$ cat src/rtl/pipe_stage_reg.sv
// Handshaked pipeline stage register with separate control/data fields, flush and occupancy.
// Define PIPE_SKID_EN to add a 1-entry skid buffer that registers in_ready.
module pipe_stage_reg #(
  parameter int unsigned             CTRL_W         = 16,
  parameter int unsigned             DATA_W         = 128,
  parameter bit                      CLR_DATA       = 1'b0,
  parameter logic [CTRL_W-1:0]       FLUSH_CTRL_VAL = '0
) (
  input  logic              clk,
  input  logic              rstn,
  input  logic              flush,
  input  logic              in_valid,
  output logic              in_ready,
  input  logic [CTRL_W-1:0] in_ctrl,
  input  logic [DATA_W-1:0] in_data,
  output logic              out_valid,
  input  logic              out_ready,
  output logic [CTRL_W-1:0] out_ctrl,
  output logic [DATA_W-1:0] out_data,
  output logic [1:0]        occupancy
);

  logic              out_valid_q, out_valid_d;
  logic [CTRL_W-1:0] out_ctrl_q,  out_ctrl_d;
  logic [DATA_W-1:0] out_data_q,  out_data_d;
  logic              in_xfer, out_xfer;

  assign out_xfer = out_valid_q & out_ready;
  assign in_xfer  = in_valid & in_ready;

`ifdef PIPE_SKID_EN
  logic              skid_valid_q, skid_valid_d;
  logic [CTRL_W-1:0] skid_ctrl_q,  skid_ctrl_d;
  logic [DATA_W-1:0] skid_data_q,  skid_data_d;

  // in_ready comes straight from a flop, cutting the out_ready->in_ready path
  assign in_ready  = ~skid_valid_q;
  assign occupancy = {1'b0, out_valid_q} + {1'b0, skid_valid_q};

  always_comb begin
    out_valid_d  = out_valid_q;
    out_ctrl_d   = out_ctrl_q;
    out_data_d   = out_data_q;
    skid_valid_d = skid_valid_q;
    skid_ctrl_d  = skid_ctrl_q;
    skid_data_d  = skid_data_q;
    if (flush) begin
      out_valid_d  = 1'b0;
      skid_valid_d = 1'b0;
      out_ctrl_d   = FLUSH_CTRL_VAL;
      skid_ctrl_d  = FLUSH_CTRL_VAL;
      if (CLR_DATA) begin
        out_data_d  = '0;
        skid_data_d = '0;
      end
    end else if (skid_valid_q) begin
      if (out_xfer) begin
        out_ctrl_d   = skid_ctrl_q;
        out_data_d   = skid_data_q;
        skid_valid_d = 1'b0;
        skid_ctrl_d  = FLUSH_CTRL_VAL;
      end
    end else if (in_xfer) begin
      if (out_valid_q && !out_ready) begin
        skid_valid_d = 1'b1;
        skid_ctrl_d  = in_ctrl;
        skid_data_d  = in_data;
      end else begin
        out_valid_d = 1'b1;
        out_ctrl_d  = in_ctrl;
        out_data_d  = in_data;
      end
    end else if (out_xfer) begin
      out_valid_d = 1'b0;
      out_ctrl_d  = FLUSH_CTRL_VAL;
    end
  end

  always_ff @(posedge clk or negedge rstn) begin
    if (!rstn) begin
      skid_valid_q <= 1'b0;
      skid_ctrl_q  <= FLUSH_CTRL_VAL;
      skid_data_q  <= '0;
    end else begin
      skid_valid_q <= skid_valid_d;
      skid_ctrl_q  <= skid_ctrl_d;
      skid_data_q  <= skid_data_d;
    end
  end
`else
  assign in_ready  = out_ready | ~out_valid_q;
  assign occupancy = {1'b0, out_valid_q};

  always_comb begin
    out_valid_d = out_valid_q;
    out_ctrl_d  = out_ctrl_q;
    out_data_d  = out_data_q;
    if (flush) begin
      out_valid_d = 1'b0;
      out_ctrl_d  = FLUSH_CTRL_VAL;
      if (CLR_DATA) out_data_d = '0;
    end else if (in_xfer) begin
      out_valid_d = 1'b1;
      out_ctrl_d  = in_ctrl;
      out_data_d  = in_data;
    end else if (out_xfer) begin
      // Keep the NOP invariant: an empty stage always presents FLUSH_CTRL_VAL
      out_valid_d = 1'b0;
      out_ctrl_d  = FLUSH_CTRL_VAL;
    end
  end
`endif

  always_ff @(posedge clk or negedge rstn) begin
    if (!rstn) begin
      out_valid_q <= 1'b0;
      out_ctrl_q  <= FLUSH_CTRL_VAL;
      out_data_q  <= '0;
    end else begin
      out_valid_q <= out_valid_d;
      out_ctrl_q  <= out_ctrl_d;
      out_data_q  <= out_data_d;
    end
  end

  assign out_valid = out_valid_q;
  assign out_ctrl  = out_ctrl_q;
  assign out_data  = out_data_q;

endmodule

$ cat config.mk
export PLATFORM = sky130hd
export DESIGN_NAME = pipe_stage_reg
export DESIGN_NICKNAME = d
export VERILOG_FILES = /design/src/rtl/pipe_stage_reg.sv
export SDC_FILE = /design/constraint.sdc
export NUM_CORES = 1
export LEC_CHECK = 0
export ABC_AREA = 1
export BUFFER_PORTS_ARGS = -buffer_cell sky130_fd_sc_hd__buf_2
export CAP_MARGIN = 25
export CORE_AREA = 2 2 115 117
export DETAILED_ROUTE_END_ITERATION = 10
export DIE_AREA = 0 0 117 119
export PLACE_DENSITY = 0.85
export REMOVE_ABC_BUFFERS = 1
export SLEW_MARGIN = 40
export SYNTH_ARGS = -nofsm -noshare
export SYNTH_HDL_FRONTEND = slang
export SYNTH_SLANG_ARGS = --single-unit
export TNS_END_PERCENT = 30
$ cat constraint.sdc
create_clock -name clk -period 2.06 [get_ports clk]
set_input_delay 0.309 -clock clk [delete_from_list [all_inputs] [get_ports clk]]
set_output_delay 0.309 -clock clk [all_outputs]
set_load 0.01 [all_outputs]
# After elaboration in Yosys (flattened, before gate mapping)
# Index checks and enable logic that the tools add are counted.
[word_totals]
ff_bits = 145
input_bits = 149
out_inout_bits = 148
elab_cells = 16
[op_classes]
mux = 6
n_bitwise = 5
reduce_logical = 2
[ops]
columns = ["op", "n"]
rows = [
  ["$mux 16", 3],
  ["$mux 1", 3],
  ["$reduce_bool 3->1", 1],
  ["$and 1x1->1", 2],
  ["$not 1->1", 2],
  ["$reduce_and 2->1", 1],
  ["$or 1x1->1", 1],
]

# Depth between registers and ports, before layout
# Gate-level depths: netlist (run 1).
[depth]
word_depth = 5
ltp_mapped = 7
mapped_depth_nobuf = 5

# Worst setup path after synthesis (run 1)
# Ideal clock, no wire load.
[synth_timing]
path_type = "register to output"
startpoint = "reg out_valid_q, in the netlist out_valid"
endpoint = "out in_ready"
t_arrival_ns = 0.899
required_time_ns = 1.751
slack_ns = 0.852
path_stages_with_launch = 4
path_buffers = 2
cell_sequence = "dfrtp_1 -> nand2_1 -> buf_2 -> buf_2"
[synth_via]
elab_chain_len = 2
[synth_rtl]
columns = ["item", "line_no", "rtl"]
rows = [
  ["start: declaration", "23", "logic out_valid_q, out_valid_d;"],
  ["start signal: assignment", "120", "out_valid_q <= out_valid_d;"],
  ["$not 1->1", "91", "assign in_ready = out_ready | ~out_valid_q;"],
  ["$or 1x1->1", "91", ""],
  ["end: declaration", "13", "output logic in_ready,"],
]
# No other way between the ends.

# Worst setup path after layout (run 1)
# Ends and elaborated chain as after synthesis.

==> key figures, run 1 <==
Outcome
  – Status: complete, no violations

Worst setup path
  – CP max-delay cell: dfrtp_1
  – Setup slack, reg-to-reg: between 0.4 and 0.5 ns
  – Max stage delay on crit path: ~0.42 ns
  – Crit Path Category: register to output port
  – Worst setup path endpoint: in_ready
  – Required @ worst endpoint: 1.75 ns
  – Worst-path fanout max: 65
  – Critical path launch point type: register
  – CP startpoint: out_valid
  – Crit path DAT: between 1 and 1.5 ns
  – Cell chain of the critical path: nand2_4 > buf_12 > buf_2
  – FF-to-FF End: out_ctrl[15]
  – CP endpoint kind: output port
  – Reg2Reg Depth: 5
  – RR Startpoint: out_valid

STA
  – Final min period: 1.79 ns
  – Final Worst Setup Slack: between 0.2 and 0.3 ns
  – Final hold viol count: 0
  – Relative slew slack: between 50% and 60%
  – Fin crit share: between 80% and 90%
  – Clk_skew: 0.00408 ns
  – Final TNS setup: 0 ns
  – Slew @ Worst Pin: around 0.65 ns
  – Final-report max-slew violation count: 0
  – Hold Slack: roughly 0.12 ns
  – Unrepaired setup endpoints after global routing: false
  – Setup violations, final: 0
  – Max frequency: approximately 0.56 GHz

Logic synthesis
  – Seq/Total Area, Yosys: ~63%
  – Mean Syn Cell Area: between 9 and 10 um2
  – YS warnings: 0
  – Seq cells post-synth: roughly 150
  – Library cells used by synthesis: 11
  – Post-Syn Area: approximately 5700 um2
  – Post-Syn Instances: ~640

Finish
  – Fillers: about 1.1k
  – P&R area growth vs syn: 38.8%
  – Final Util: about 62%
  – Inserted Diodes: 0
  – Number of nets in the layout: ~1.1k
  – Layout cells sized above 1: 36.7%
  – Footprint of the multi-input gates: roughly 1900 um2
  – Cell area after layout: ~8000 um2
  – FF/Latch Area: between 3000 and 4000 um2

Clocking
  – CTS H-tree lvls: 4
  – Clock Latency Late Sink: around 0.40 ns
  – Root buffer cell: clkbuf_16
  – Worst-path clk slew: 0.06 ns
  – Clk sinks: about 150
  – CTS tree: built
  – Hold_buf cts: 1
  – TritonCTS Buffers: 17
  – Setup Buffers After CTS: 0
  – Max clock buf depth: 2
  – Post-cts sizing count: 0

Route
  – Via density: slightly below 5
  – Post-Route WL: 15600 um
  – DRT antenna net count: 0
  – Drt first pass iters: 4
  – DRC viols: 0
  – Via count: approximately 5.4k
  – Starting DRC count in detailed routing: 392
  – Post-DR wirelength/cell: around 14 um

Hold path
  – Min-Delay Path Class: input pin to register

Floorplanning
  – Die area: around 14000 um2
  – IO Count: slightly below 300
  – Starting Density: 44.6%
  – Num rows: 42
  – Core box area: around 13000 um2
  – Die Wd: between 100 and 150 um
  – Die Ht: 119 um

Global route
  – Largest net degree at the start of global routing: between 80 and 90
  – Total GRT Usage: 22.2%
  – Total grt overflow: 0
  – Initial antenna violation count: 0
  – First-pass GRT wire length: between 20000 and 25000 um
  – Vias in the first global route: between 5k and 6k

Placement
  – Setup WS pre-CTS: 0.418 ns
  – HPWL after DPL: 10700 um
  – Placed cell area: between 7000 and 8000 um2
  – I/O Buffers: between 200 and 300
  – GP Congestion: approximately 0.79

Job
  – Max Cap Viol: 0

Power
  – Power per cell area: ~990 nW/um2
  – Max VDD drop: 0.489 mV
  – Lkg Pwr: ~4.7 nW
-- cell usage after synthesis (all sizes together) --
library cell / instances / area [um2]
a21oi: 1 / 5.00
nand3: 160 / 801
buf: 46 / 236
nand2: 276 / 1040
inv: 4 / 15.0
conb: 1 / 3.75
clkbuf: 3 / 11.3
dfrtp: 145 / 3630
nor2: 1 / 11.3
-- sequential cells by signal, summed over array words and instances (netlist names) --
name       flops
out_valid      1
out_data     128
out_ctrl      16
-- how the worst min path moves through the flow --
| stage | start | endpoint | slack (ns) | depth (start not counted) |
|---|---|---|---|---|
| finish | flush | out_valid | 0.12 | 2 |
| detailed placement | rstn | out_data[46] | 0.25 | 1 |
| global route | flush | out_valid | 0.10 | 2 |
| global placement | rstn | out_data[105] | 0.25 | 1 |
| CTS | flush | out_valid | 0.09 | 2 |
| floorplan | rstn | out_ctrl[0] | 0.01 | 0 |
-- per-layer routing --
metal / global-route usage [%] / part of all wire [%]
met1: 28.4 / 41
met2: 35.5 / 49
met5: 0 / 0
met4: 9.78 / 2.8
met3: 5.80 / 6.7
-- where the power goes --
group | total [W] | internal (W) | switching, W
logic | 0.00137 | 0.000556 | 0.000811
registers | 0.00344 | 0.00323 | 0.000202
clock network | 0.00311 | 0.00194 | 0.00117
-- critical path, delay by kind of cell, from the launching register on --
kind / cells / cell delay (ns)
AND/OR/NAND/NOR: 1 / 0.14
buffers and inverters: 2 / 0.46
flip-flops: 1 / 0.42
-- cell families after synthesis --
logic type	Yosys count	synth area share, %
AO/OA/AOI/OAI	1	0.0870
AND/OR/NAND/NOR	437	32.2
flip-flops	145	63.1
buffers and inverters	53	4.57
other	1	0.0652
-- final cells by class --
type | count | area share [%]
clock buffer | 19 | 5.55
multi-input combinational | 439 | 23.5
clock inverter | 13 | 2.02
sequential | 145 | 45.5
inverter | 4 | 0.188
tap | 176 | 2.76
timing repair buffer | 307 | 20.5
-- cells in the final DEF (no fill, tap or decap), drive strengths merged --
cell type      n
bufinv         3
clkinv         5
dfrtp        145
a21oi          1
dlygate4sd3    1
buf          306
nand2        276
inv            5
nand3        160
clkbuf        19
nor2           1
conb           1
clkinvlp       4
-- per-stage QoR --
step                instances  total power (W)
CTS                      1103          0.00799
global placement         1070          0.00480
detailed placement       1070          0.00485
floorplan                 588          0.00409
finish                   1103          0.00791
global route             1103          0.00831
(Power assumes the default switching activity.)
==> run 2, diff against run 1 <==
- PLACE_DENSITY: 0.85 -> 0.8
==> run 2 against run 1 <==
Register-to-register slack about the same. Clock power increased by 2%. Fmax increased by 4.9%. Wire length grew 1.1%. Via count decreased by 0.94%. Power increased by 0.92%. Final cell count is 0.27% higher. Utilization up 0.29 points. Non-clock buffer count grew 3. Critical path depth fell by 1.
==> key figures, run 2 (synthesis gave the netlist of run 1 again) <==
Finish
  – Number of flip-flops in the largest register: 128 (unchanged)
  – Non-Filler Instances: 1106 (+0.27%)
  – Number of nets in the layout: 1066 (+0.28%)
  – Commonest non-fill, non-tap cells in the layout: 294 x buf_2, 274 x nand2_1, 160 x nand3_1, 145 x dfrtp_1, 17 x clkbuf_16
  – Final Util: 62.3% (+0.29 points)
  – Layout cells sized above 1: 36.9% (+0.20 points)
  – Inserted Diodes: 0 (unchanged)
  – P&R area growth vs syn: 39.4%
  – Commonest non-fill, non-tap cell in the layout: buf_2

Route
  – Drt first pass iters: 4 (unchanged)
  – DRT antenna net count: 0 (unchanged)
  – Post-Route WL: 15700 um (+1.1%)
  – Via count: 5361 (-0.94%)
  – Post-DR wirelength/cell: 14.2 um (+0.78%)
  – Starting DRC count in detailed routing: 360 (-8.2%)
  – Via density: 4.85 (-1.2%)
  – DRC viols: 0 (unchanged)

STA
  – Hold Slack: 0.125 ns (+0.00851 ns)
  – Final-report max-slew violation count: 0 (unchanged)
  – Clk_skew: 0.00899 ns (+0.00491 ns)
  – Final min period: 1.70 ns (-0.0836 ns)
  – Slew @ Worst Pin: 0.539 ns (-0.114 ns)
  – Max frequency: 0.587 GHz (+4.9%)
  – Final Worst Setup Slack: 0.357 ns (+0.0836 ns)
  – Final TNS setup: 0 ns (unchanged)
  – Final hold viol count: 0 (unchanged)
  – Relative slew slack: 64.1% (+7.6 points)
  – Fin crit share: 82.7% (-4.1 points)
  – Unrepaired setup endpoints after global routing: false
  – Setup violations, final: 0 (unchanged)

Global route
  – Vias in the first global route: 5118 (+1.5%)
  – Largest net degree at the start of global routing: 130 (+57%)
  – First-pass GRT wire length: 24900 um (+2.4%)
  – Initial antenna violation count: 0 (unchanged)
  – Total grt overflow: 0 (unchanged)
  – Total GRT Usage: 22.9% (+0.65 points)

Clocking
  – Root buffer cell: clkbuf_16
  – Worst-path clk slew: 0.06 ns (about the same)
  – Clk sinks: 145 (unchanged)
  – CTS tree: built
  – CTS H-tree lvls: 4 (unchanged)
  – Max clock buf depth: 2 (unchanged)
  – TritonCTS Buffers: 17 (unchanged)
  – Clock Latency Late Sink: 0.41 ns (about the same)
  – Setup Buffers After CTS: 0 (unchanged)

Floorplanning
  – Core box area: 12900 um2 (unchanged)
  – IO Count: 297 (unchanged)
  – Die Ht: 119 um (unchanged)
  – Num rows: 42 (unchanged)
  – Die Wd: 117 um (unchanged)
  – Die area: 13900 um2 (unchanged)
  – Starting Density: 44.6% (unchanged)

Hold path
  – Hold Path End: out_data[4]
  – Min-Delay Path Class: input pin to register
  – Hold Crit Start: in_data[4]
  – Hold depth: 3 (+1)

Worst setup path
  – RR Startpoint: out_valid
  – Worst-path fanout max: 32 (-51%)
  – Critical path launch point type: register
  – CP max-delay cell: dfrtp_1
  – Crit Path Category: register to output port
  – Required @ worst endpoint: 1.75 ns (about the same)
  – Max stage delay on crit path: 0.44 ns (+0.02 ns)
  – Setup slack, reg-to-reg: 0.40 ns (about the same)
  – Reg2Reg Depth: 4 (-1)
  – FF-to-FF End: out_data[94]
  – Cell chain of the critical path: nand2_4 > buf_2
  – Crit path DAT: 1.39 ns (-0.09 ns)
  – CP endpoint kind: output port

Power
  – Clock share of power: 39.8% (+0.5 points)
  – Power per cell area: 996 nW/um2 (+0.45%)
  – Sw Share: 26.5% (-1.1 points)
  – Max VDD drop: 0.442 mV (-9.5%)
  – Switch Pwr: 0.00212 W (-3.2%)
  – Lkg Pwr: 4.72 nW (+0.83%)
  – Pint: 0.00587 W (+2.5%)
  – Combinational share of power: 17.2% (about the same)
  – Flop pwr share: 43.0% (-0.4 points)

Job
  – Max Cap Viol: 0 (unchanged)

Placement
  – Setup WS pre-CTS: 0.443 ns (+0.0251 ns)
  – Placed instance count: 1073 (+0.28%)
  – HPWL after DPL: 10900 um (+1.9%)
  – I/O Buffers: 295 (unchanged)
  – GP Congestion: 0.821 (+4.0%)

Outcome
  – Status: complete, no violations
## run 2: how the worst max path moves through the flow
stage                    from           end  slack [ns]  depth (start not counted)
finish              out_valid      in_ready        0.36                          2
global route        out_valid      in_ready        0.27                          2
CTS                 out_valid      in_ready        0.34                          2
detailed placement  out_valid  out_data[94]        0.44                          4
global placement    out_valid  out_data[94]        0.48                          4
floorplan           out_valid   out_data[0]       -4.03                          4
## run 2: metrics by stage
| step | total power (W) | instance area (um2) |
|---|---|---|
| after global routing | 0.00842 | 8020 |
| after floorplan | 0.00409 | 5500 |
| after CTS | 0.00808 | 8020 |
| after global placement | 0.00482 | 7390 |
| final | 0.00799 | 8020 |
| after detailed placement | 0.00486 | 7390 |
## run 2: metal layers
layer	global-route usage, %	part of all wire, %
met5	0	0
met2	36.9	49
met1	28.6	41
met4	9.34	1.9
met3	6.92	7.6
## run 2: power groups by stage
stage	Clock [W]	Sequential (W)	Combinational, W
6_report	0.00318	0.00344	0.00137
3_3_place_gp	0	0.00347	0.00135
4_1_cts	0.00325	0.00344	0.00139
5_1_grt	0.00340	0.00348	0.00154
3_5_place_dp	0	0.00348	0.00138
2_1_floorplan	0	0.00367	0.000426
## run 2: final cells by class
class	instances	area, um2
Inverter	4	15.0
Timing Repair Buffer	310	1660
Sequential cell	145	3630
Fill cell	1129	4860
Multi-Input combinational cell	439	1870
Clock buffer	20	457
Clock inverter	12	163
Tap cell	176	220
## run 2: timing repair
item                                    in CTS  in global routing
hold buffers                                 1                  0
gates resized for setup                      0                  0
endpoints found under the setup margin       0                  0
hold endpoints to repair                    49                  0
## run 2: worst max-delay path: cells and delay by family (launching register included)
| kind | cells | cell delay, ns |
|---|---|---|
| flops | 1 | 0.44 |
| buf+inv | 1 | 0.21 |
| simple gates | 1 | 0.33 |
